[src/rtl/color_freq_scanner.sv]
// Four-channel TCS3200 frequency scanner: steps the filter through R/G/B/C, settles,
// counts synchronised pulse edges per gate window and publishes all four counts together.
module color_freq_scanner #(
    parameter int unsigned CLK_HZ     = 100_000_000,
    parameter int unsigned GATE_DIV   = 16,
    parameter int unsigned SETTLE_CYC = 10_000,
    parameter int unsigned CNT_W      = 10
) (
    input  logic             CLK,
    input  logic             Reset_n,
    input  logic             Pulse,
    input  logic             Start,
    output logic [1:0]       FilterSel,
    output logic             Busy,
    output logic             Done,
    output logic [CNT_W-1:0] Red,
    output logic [CNT_W-1:0] Green,
    output logic [CNT_W-1:0] Blue,
    output logic [CNT_W-1:0] Clear,
    output logic [3:0]       Overflow
);

    localparam int unsigned GATE_CYC = CLK_HZ / GATE_DIV;
    localparam int unsigned GATE_W   = (GATE_CYC > 1) ? $clog2(GATE_CYC) : 1;
    localparam int unsigned SET_W    = (SETTLE_CYC > 1) ? $clog2(SETTLE_CYC) : 1;
    localparam logic [CNT_W-1:0] CNT_MAX = {CNT_W{1'b1}};

    typedef enum logic [2:0] {
        IDLE    = 3'd0,
        SETTLE  = 3'd1,
        GATE    = 3'd2,
        STORE   = 3'd3,
        PUBLISH = 3'd4
    } state_e;

    state_e                  state_q, state_d;
    logic [1:0]              ch_q, ch_d;
    logic [SET_W-1:0]        settle_q, settle_d;
    logic [GATE_W-1:0]       gate_q, gate_d;
    logic [CNT_W-1:0]        cnt_q, cnt_d;
    logic                    ovf_q, ovf_d;
    logic [3:0][CNT_W-1:0]   shadow_q, shadow_d;
    logic [3:0]              shovf_q, shovf_d;
    logic [3:0][CNT_W-1:0]   pub_q, pub_d;
    logic [3:0]              pubovf_q, pubovf_d;
    logic [1:0]              filt_q, filt_d;
    logic                    busy_q, busy_d;
    logic                    done_q, done_d;
    logic [1:0]              sync_q, sync_d;
    logic                    last_q, last_d;
    logic                    rise_c;

    // {S2,S3} code for channel order red, green, blue, clear
    function automatic logic [1:0] filter_code(input logic [1:0] ch);
        case (ch)
            2'd0:    filter_code = 2'b00;
            2'd1:    filter_code = 2'b11;
            2'd2:    filter_code = 2'b01;
            default: filter_code = 2'b10;
        endcase
    endfunction

    assign rise_c = sync_q[1] & ~last_q;

    always_comb begin
        sync_d   = {sync_q[0], Pulse};
        last_d   = sync_q[1];
        state_d  = state_q;
        ch_d     = ch_q;
        settle_d = settle_q;
        gate_d   = gate_q;
        cnt_d    = cnt_q;
        ovf_d    = ovf_q;
        shadow_d = shadow_q;
        shovf_d  = shovf_q;
        pub_d    = pub_q;
        pubovf_d = pubovf_q;
        filt_d   = filt_q;
        done_d   = 1'b0;

        case (state_q)
            IDLE: begin
                if (Start) begin
                    state_d  = SETTLE;
                    ch_d     = 2'd0;
                    settle_d = SET_W'(SETTLE_CYC - 1);
                    filt_d   = filter_code(2'd0);
                end
            end
            SETTLE: begin
                if (settle_q == '0) begin
                    state_d = GATE;
                    gate_d  = GATE_W'(GATE_CYC - 1);
                    cnt_d   = '0;
                    ovf_d   = 1'b0;
                end else begin
                    settle_d = settle_q - SET_W'(1);
                end
            end
            GATE: begin
                // saturate instead of wrapping; a lost edge at max is flagged
                if (rise_c) begin
                    if (cnt_q == CNT_MAX) ovf_d = 1'b1;
                    else                  cnt_d = cnt_q + CNT_W'(1);
                end
                if (gate_q == '0) state_d = STORE;
                else              gate_d  = gate_q - GATE_W'(1);
            end
            STORE: begin
                shadow_d[ch_q] = cnt_q;
                shovf_d[ch_q]  = ovf_q;
                if (ch_q != 2'd3) begin
                    ch_d     = ch_q + 2'd1;
                    state_d  = SETTLE;
                    settle_d = SET_W'(SETTLE_CYC - 1);
                    filt_d   = filter_code(ch_q + 2'd1);
                end else begin
                    state_d = PUBLISH;
                end
            end
            PUBLISH: begin
                pub_d    = shadow_q;
                pubovf_d = shovf_q;
                done_d   = 1'b1;
                state_d  = IDLE;
            end
            default: state_d = IDLE;
        endcase

        busy_d = (state_d != IDLE);
    end

    always_ff @(posedge CLK or negedge Reset_n) begin
        if (!Reset_n) begin
            state_q  <= IDLE;
            ch_q     <= '0;
            settle_q <= '0;
            gate_q   <= '0;
            cnt_q    <= '0;
            ovf_q    <= 1'b0;
            shadow_q <= '0;
            shovf_q  <= '0;
            pub_q    <= '0;
            pubovf_q <= '0;
            filt_q   <= '0;
            busy_q   <= 1'b0;
            done_q   <= 1'b0;
            sync_q   <= '0;
            last_q   <= 1'b0;
        end else begin
            state_q  <= state_d;
            ch_q     <= ch_d;
            settle_q <= settle_d;
            gate_q   <= gate_d;
            cnt_q    <= cnt_d;
            ovf_q    <= ovf_d;
            shadow_q <= shadow_d;
            shovf_q  <= shovf_d;
            pub_q    <= pub_d;
            pubovf_q <= pubovf_d;
            filt_q   <= filt_d;
            busy_q   <= busy_d;
            done_q   <= done_d;
            sync_q   <= sync_d;
            last_q   <= last_d;
        end
    end

    assign FilterSel = filt_q;
    assign Busy      = busy_q;
    assign Done      = done_q;
    assign Red       = pub_q[0];
    assign Green     = pub_q[1];
    assign Blue      = pub_q[2];
    assign Clear     = pub_q[3];
    assign Overflow  = pubovf_q;

endmodule

[config.mk]
export PLATFORM = sky130hd
export DESIGN_NAME = color_freq_scanner
export DESIGN_NICKNAME = d
export VERILOG_FILES = /design/src/rtl/color_freq_scanner.sv
export SDC_FILE = /design/constraint.sdc
export NUM_CORES = 1
export LEC_CHECK = 0
export ABC_AREA = 1
export BUFFER_PORTS_ARGS = -buffer_cell sky130_fd_sc_hd__buf_2
export CAP_MARGIN = 20
export CORE_UTILIZATION = 58
export DETAILED_ROUTE_END_ITERATION = 10
export HOLD_SLACK_MARGIN = 0.05
export PLACE_DENSITY = 0.88
export SLEW_MARGIN = 40
export SYNTH_ARGS = -nofsm -noshare
export SYNTH_HDL_FRONTEND = slang
export SYNTH_SLANG_ARGS = --single-unit
[constraint.sdc]
create_clock -name CLK -period 3.2 [get_ports CLK]
set_input_delay 0.48 -clock CLK [delete_from_list [all_inputs] [get_ports CLK]]
set_output_delay 0.48 -clock CLK [all_outputs]
set_load 0.02 [all_outputs]
==> metrics.yaml, run 1 <==
multi_input_area_um2: 2800
cts_tree: "done"
overflow: 0
num_rows: 39
drv_slew: 0
synth.most_common_cell: "nand2_1"
clk_path_buf_depth: 2
synth.largest_area_cell: "dfrtp_1"
reg2reg_from: "state_q[2]"
finalNonFillerCells: 1057
cp_data_arrival_time_ns: 2.62
setup_violations: 0
slowest_stage: "dfrtp_1"
place_congestion: 0.886
synth-edff-count: 0
diodes: 0
finalSetupTns_ns: 0
yosysWarnings: 0
synthTopCellsByCount: "336 x nand2_1, 147 x dfrtp_1, 80 x nor2_1"
syn_area_um2: 6880
post_cts_buffers: 0
dp_cells: 1027
drtAntennaViolNets: 0
cp_common_cell: "inv_2"
synth_area_leaders: "dfrtp_1 53%, nand2_1 18%, nor2_1 4.4%, o21ai_0 4.1%, nand3_1 3.3%"
criticalPathCategory: "register to register"
grt_max_degree: 83
cp-endpoint: "gate_q[22]"
skew_ns: 0.00589
drt_iter0_markers: 481
worstSetupStartpoint: "state_q[2]"
cp_max_fo: 35
path_buf_inv: 3
cts_num_sinks: 147
synth_ff_type: "dfrtp_1"
ys_seq_elements: 147
p_leak_nw: 4.08
drc: 0
dp_slack_ns: 0.976
areaGrowthSynthToFinish_pct: 12.9
total_power_w: 0.00376
status: "finished, final reports clean"
routedWlPerCell_um: 14.1
avgSynthCellArea_um2: 8.06
fmax_mhz: 432
required_ns: 3.51
worstSkewPairLatency_ns: 0.43
powerDensity_nw_per_um2: 484
ioPinCount: 52
finalCriticalPeriod_ns: 2.32
finalCoreUtilization: 0.677
ctsResizeCount: 0
fin_crit_sh: 0.724
core_um2: 11500
worstSetupPathDepth: 9
synth_top_area_share: 0.535
die_h_um: 111
r2r_setup_slack_ns: 0.88
wl_um: 14900
cp_top_family: "simple AND/OR/NAND/NOR gates"
endpoint_kind: "register"
syn_inst: 854
cts-root-buf: "clkbuf_16"
hp-class: "input pin to asynchronous set/reset pin"
max_slew_margin: 0.522
antenna_found_initial: 0
postCtsHoldBufs: 0
crit_chain: "inv_2, nand3_4, inv_2, nand3_1, nand3b_4, nand2_4, inv_2, nand2_1, nand2_1"
die_area_um2: 12300
io_buffers: 51
cts_buffers: 17
synth.distinct_cells: 34
grtUsageTotal: 0.262
die_w_um: 111
worstMarginPinSlew_ns: 0.716
reg2reg_to: "gate_q[22]"
layout-drive-gt1-share: 0.127
maxCapViolCount: 0
fillers: 857
vias: 5635
vias_per_cell: 5.33
htreeDepth: 4
grt_pass1_wl_um: 25600
synth_fp_nets: 865
async_flop_share: 1.00
critPathMaxStageDelay_ns: 0.45
dr.pass1.iters: 5
rsz0062_at_grt: "no"
fin_ws_ns: 0.884
ff_latch_area_um2: 3680
fin_nets: 914
hold_violations: 0
grt_pass1_vias: 5403
cp-start-kind: "register"
clkSlewWorstSetupHoldPaths_ns: 0.06
peakVddDrop_v: 0.000305
synth_seq_area_share: 0.535
dpl.hpwl_um: 9690
start_util: 0.600
r2r_cells: 9
==> routing by layer <==
metal	routed length, µm	track usage
met5	0	0
met4	295	0.115
met3	824	0.0465
met1	6590	0.357
met2	7230	0.416
==> cell type report <==
cell class | count | area share
multi-input cells | 613 | 0.360
well taps | 143 | 0.0230
clock inverters | 11 | 0.0137
clock buffers | 19 | 0.0570
flip-flops and latches | 147 | 0.474
inverters | 66 | 0.0319
repair buffers | 58 | 0.0404
==> stage by stage <==
| stage | hold WS (ns) | instance area [µm²] |
|---|---|---|
| 2_1_floorplan | 0.184 | 6880 |
| 3_3_place_gp | 0.333 | 7220 |
| 3_5_place_dp | 0.336 | 7220 |
| 4_1_cts | 0.115 | 7770 |
| 5_1_grt | 0.148 | 7770 |
| 6_report | 0.0885 | 7770 |
==> kinds of logic (layout without fill, tap and decap cells) <==
group | count (synthesis) | after routing | synth area share
compound gates | 92 | 92 | 0.0693
simple gates | 498 | 498 | 0.304
buf+inv | 94 | 154 | 0.0587
fa+ha+maj | 7 | 7 | 0.0127
xor+xnor | 16 | 16 | 0.0204
flops | 147 | 147 | 0.535
==> sequential cells by signal, indices dropped and copies added (netlist names), 3 cells and up <==
name      count
cnt_q        10
Green        10
Red          10
state_q       3
Clear        10
settle_q     14
gate_q       23
Blue         10
Overflow      4
shovf_q       4
shadow_q     40
==> worst reg2reg max path: cells and delay by family, from the launching register on <==
family                 cells  cell delay, ns
buffers and inverters      3            0.71
and+or+nand+nor            6            1.05
DFF                        1            0.45
==> where the power goes <==
| part | switching [W] | total [W] | leakage [nW] | internal, W |
|---|---|---|---|---|
| clock | 0.000773 | 0.00186 | 0.250 | 0.00108 |
| combinational | 0.0000351 | 0.0000404 | 1.84 | 0.00000533 |
| sequential | 0.000000530 | 0.00186 | 1.99 | 0.00186 |
| total | 0.000809 | 0.00376 | 4.08 | 0.00295 |
==> layout by cell type (no fill, tap or decap), drive strengths merged, types with 7 or more instances in the layout <==
cell type / instances
nand2: 343
dfrtp: 147
o21ai: 87
nor2: 85
inv: 69
buf: 58
nand3: 48
clkbuf: 19
xor2: 12
nand4: 8
ha: 7
==> worst min-delay path by stage <==
stage,end,slack (ns),from
6_report,shadow_q[13],0.09,Reset_n
5_1_grt,sync_q[0],0.15,Pulse
4_1_cts,shadow_q[6],0.12,Reset_n
3_5_place_dp,sync_q[1],0.34,sync_q[0]
3_3_place_gp,sync_q[1],0.33,sync_q[0]
2_1_floorplan,Blue[0],0.18,Reset_n
Power figures use the tool's default switching activity.
==> run 2, diff against run 1 <==
clock period = 2.2 ns   (was 3.2 ns; I/O delays follow)
==> metrics.yaml, run 2 (synthesized netlist as in run 1, its figures left out) <==
dpl.hpwl_um: 9970  # was 9690 µm
dp_slack_ns: 0.307  # was 0.976 ns
hold_path_depth: 0
rsz0062_at_grt: "no"  # unchanged
overflow: 0  # unchanged
grt_pass1_vias: 5658  # was 5403
use_met1: 0.358  # was 0.357
layout_commonest_cell: "nand2_1"  # unchanged
top_regs: "shadow_q: 40 flops, gate_q: 23 flops, settle_q: 14 flops"  # unchanged
criticalPathCategory: "register to register"  # unchanged
layout-drive-gt1-share: 0.135  # was 0.127
r2r_cells: 10  # was 9
endpoint_kind: "register"  # unchanged
crit_chain: "ha_1, nand2_1, nor2_2, nand3_1, nor2_1, nor2_1, nand2_2, inv_1, nand2_1, o21ai_0"  # was inv_2, nand3_4, inv_2, nand3_1, nand3b_4, nand2_4, inv_2, nand2_1, nand2_1
dr.pass1.iters: 5  # unchanged
max_slew_margin: 0.576  # was 0.522
fmax_mhz: 506  # was 432 MHz
vias_per_cell: 5.45  # was 5.33
finalNonFillerCells: 1066  # was 1057
htreeDepth: 4  # unchanged
p_leak_nw: 4.14  # was 4.08 nW
cts_buffers: 17  # unchanged
start_util: 0.600  # unchanged
clk_path_buf_depth: 2  # unchanged
diodes: 0  # unchanged
p_sw_frac: 0.222  # was 0.215
maxCapViolCount: 0  # unchanged
areaGrowthSynthToFinish_pct: 14.7  # was 12.9%
post_cts_buffers: 0  # unchanged
gr-usage-met2: 0.438  # was 0.416
hold_violations: 0  # unchanged
antenna_found_initial: 0  # unchanged
cp_max_fo: 13  # was 35
routedWlPerCell_um: 14.7  # was 14.1 µm
cts-root-buf: "clkbuf_16"  # unchanged
intPower_w: 0.00438  # was 0.00295 W
num_rows: 39  # unchanged
setup_violations: 0  # unchanged
slowest_stage: "dfrtp_1"  # unchanged
die_h_um: 111  # unchanged
wl_um: 15700  # was 14900 µm
peakVddDrop_v: 0.000658  # was 0.000305 V
ioPinCount: 52  # unchanged
hp-class: "register to register"  # was input pin to asynchronous set/reset pin
reg2reg_from: "cnt_q[1]"  # was state_q[2]
fin_crit_sh: 0.899  # was 0.724
drt_iter0_markers: 462  # was 481
cp_data_arrival_time_ns: 2.28  # was 2.62 ns
finalCriticalPeriod_ns: 1.98  # was 2.32 ns
p_sw_w: 0.00125  # was 0.000809 W
place_area_um2: 7280  # was 7220 µm²
design_area_um2: 7890  # was 7770 µm²
clkPwrFrac: 0.508  # was 0.494
drc: 0  # unchanged
critPathMaxStageDelay_ns: 0.44  # was 0.45 ns
fillers: 847  # was 857
combPwrFrac: 0.012  # was 0.011
top_register: "shadow_q"  # unchanged
hold_start: "sync_q[0]"
powerDensity_nw_per_um2: 714  # was 484 nW/µm²
reg2reg_to: "cnt_q[5]"  # was gate_q[22]
fin_ws_ns: 0.222  # was 0.884 ns
multi_input_area_um2: 2800  # about the same
place_congestion: 0.906  # was 0.886
ff_latch_area_um2: 3680  # unchanged
io_buffers: 51  # unchanged
vias: 5814  # was 5635
busiest_layer: "met2"  # unchanged
grt_pass1_wl_um: 26800  # was 25600 µm
grtUsageMet3: 0.0787  # was 0.0465
holdWs_ns: 0.348  # was 0.0885 ns
worstMarginPinSlew_ns: 0.634  # was 0.716 ns
cts_num_sinks: 147  # unchanged
seq_power_share: 0.481  # was 0.495
fin_nets: 921  # was 914
finalSetupTns_ns: 0  # unchanged
grtUsageTotal: 0.276  # was 0.262
core_um2: 11500  # unchanged
r2r_setup_slack_ns: 0.22  # was 0.88 ns
cts_tree: "done"  # unchanged
drtAntennaViolNets: 0  # unchanged
grt_max_degree: 63  # was 83
worstSkewPairLatency_ns: 0.43  # about the same
skew_ns: 0.00881  # was 0.00589 ns
die_w_um: 111  # unchanged
largest_reg_flops: 40  # unchanged
dp_cells: 1032  # was 1027
required_ns: 2.50  # was 3.51 ns
die_area_um2: 12300  # unchanged
status: "finished, final reports clean"  # unchanged
drv_slew: 0  # unchanged
holdPathEnd: "sync_q[1]"
final_cell_mix: "336 x nand2_1, 147 x dfrtp_1, 79 x nor2_1, 59 x inv_1, 56 x o21ai_0"  # was 336 x nand2_1, 147 x dfrtp_1, 80 x nor2_1, 59 x inv_1, 56 x o21ai_0
cp-start-kind: "register"  # unchanged
clkSlewWorstSetupHoldPaths_ns: 0.06  # about the same
[run 2: cell count changes in the layout (fill, tap and decap cells not counted), sizes merged]
cell         change
buf              +5
clkbuf           +1
inv              +2
dlygate4sd3      +2
clkinvlp         -1
[run 2: worst max path at each step]
stage                     start    endpoint  slack [ns]  cells past startpoint
floorplan             gate_q[0]  gate_q[12]        0.50                     10
global placement    settle_q[0]  gate_q[11]        0.40                     10
detailed placement     cnt_q[1]    cnt_q[5]        0.31                     10
CTS                    cnt_q[1]    cnt_q[5]        0.23                     10
global route           cnt_q[1]    cnt_q[2]        0.06                     10
finish                 cnt_q[1]    cnt_q[5]        0.22                     10
[run 2: final cells by class]
cell class | count | area share
Clock inverter | 12 | 0.0152
Multi-Input combinational cell | 613 | 0.355
Timing Repair Buffer | 65 | 0.0503
Clock buffer | 20 | 0.0592
Inverter | 66 | 0.0314
Tap cell | 143 | 0.0227
Sequential cell | 147 | 0.466
[run 2: per-layer routing]
metal | up-vias | part of all wire
met3 | 42 | 0.067
met4 | 0 | 0.025
met5 | - | 0
met2 | 216 | 0.48
met1 | 2753 | 0.43
li1 | 2803 | -
[run 2: stage by stage]
| step | total power, W | utilization |
|---|---|---|
| detailed placement | 0.00282 | 0.635 |
| finish | 0.00563 | 0.688 |
| CTS | 0.00566 | 0.688 |
| floorplan | 0.00276 | - |
| global placement | 0.00282 | 0.635 |
| global route | 0.00579 | 0.688 |
[run 2: worst max-delay path, delay by kind of cell (launching register included)]
kind | cells | cell delay (ns)
buffers and inverters | 1 | 0.16
adders and majority gates | 1 | 0.24
DFF | 1 | 0.44
and+or+nand+nor | 7 | 0.91
AOI/OAI and AO/OA | 1 | 0.09
[run 2: power groups by stage]
stage | registers, W | clock network [W] | logic (W)
finish | 0.00271 | 0.00286 | 0.0000671
global route | 0.00271 | 0.00300 | 0.0000796
CTS | 0.00271 | 0.00289 | 0.0000707
detailed placement | 0.00276 | 0 | 0.0000674
global placement | 0.00276 | 0 | 0.0000671
floorplan | 0.00276 | 0 | 0.000000326
[run 2: repair_timing]
item | CTS | global route
hold buffers | 2 | 0
setup endpoints to repair | 0 | 2
hold endpoints to repair | 60 | 0
resized for setup | 0 | 1
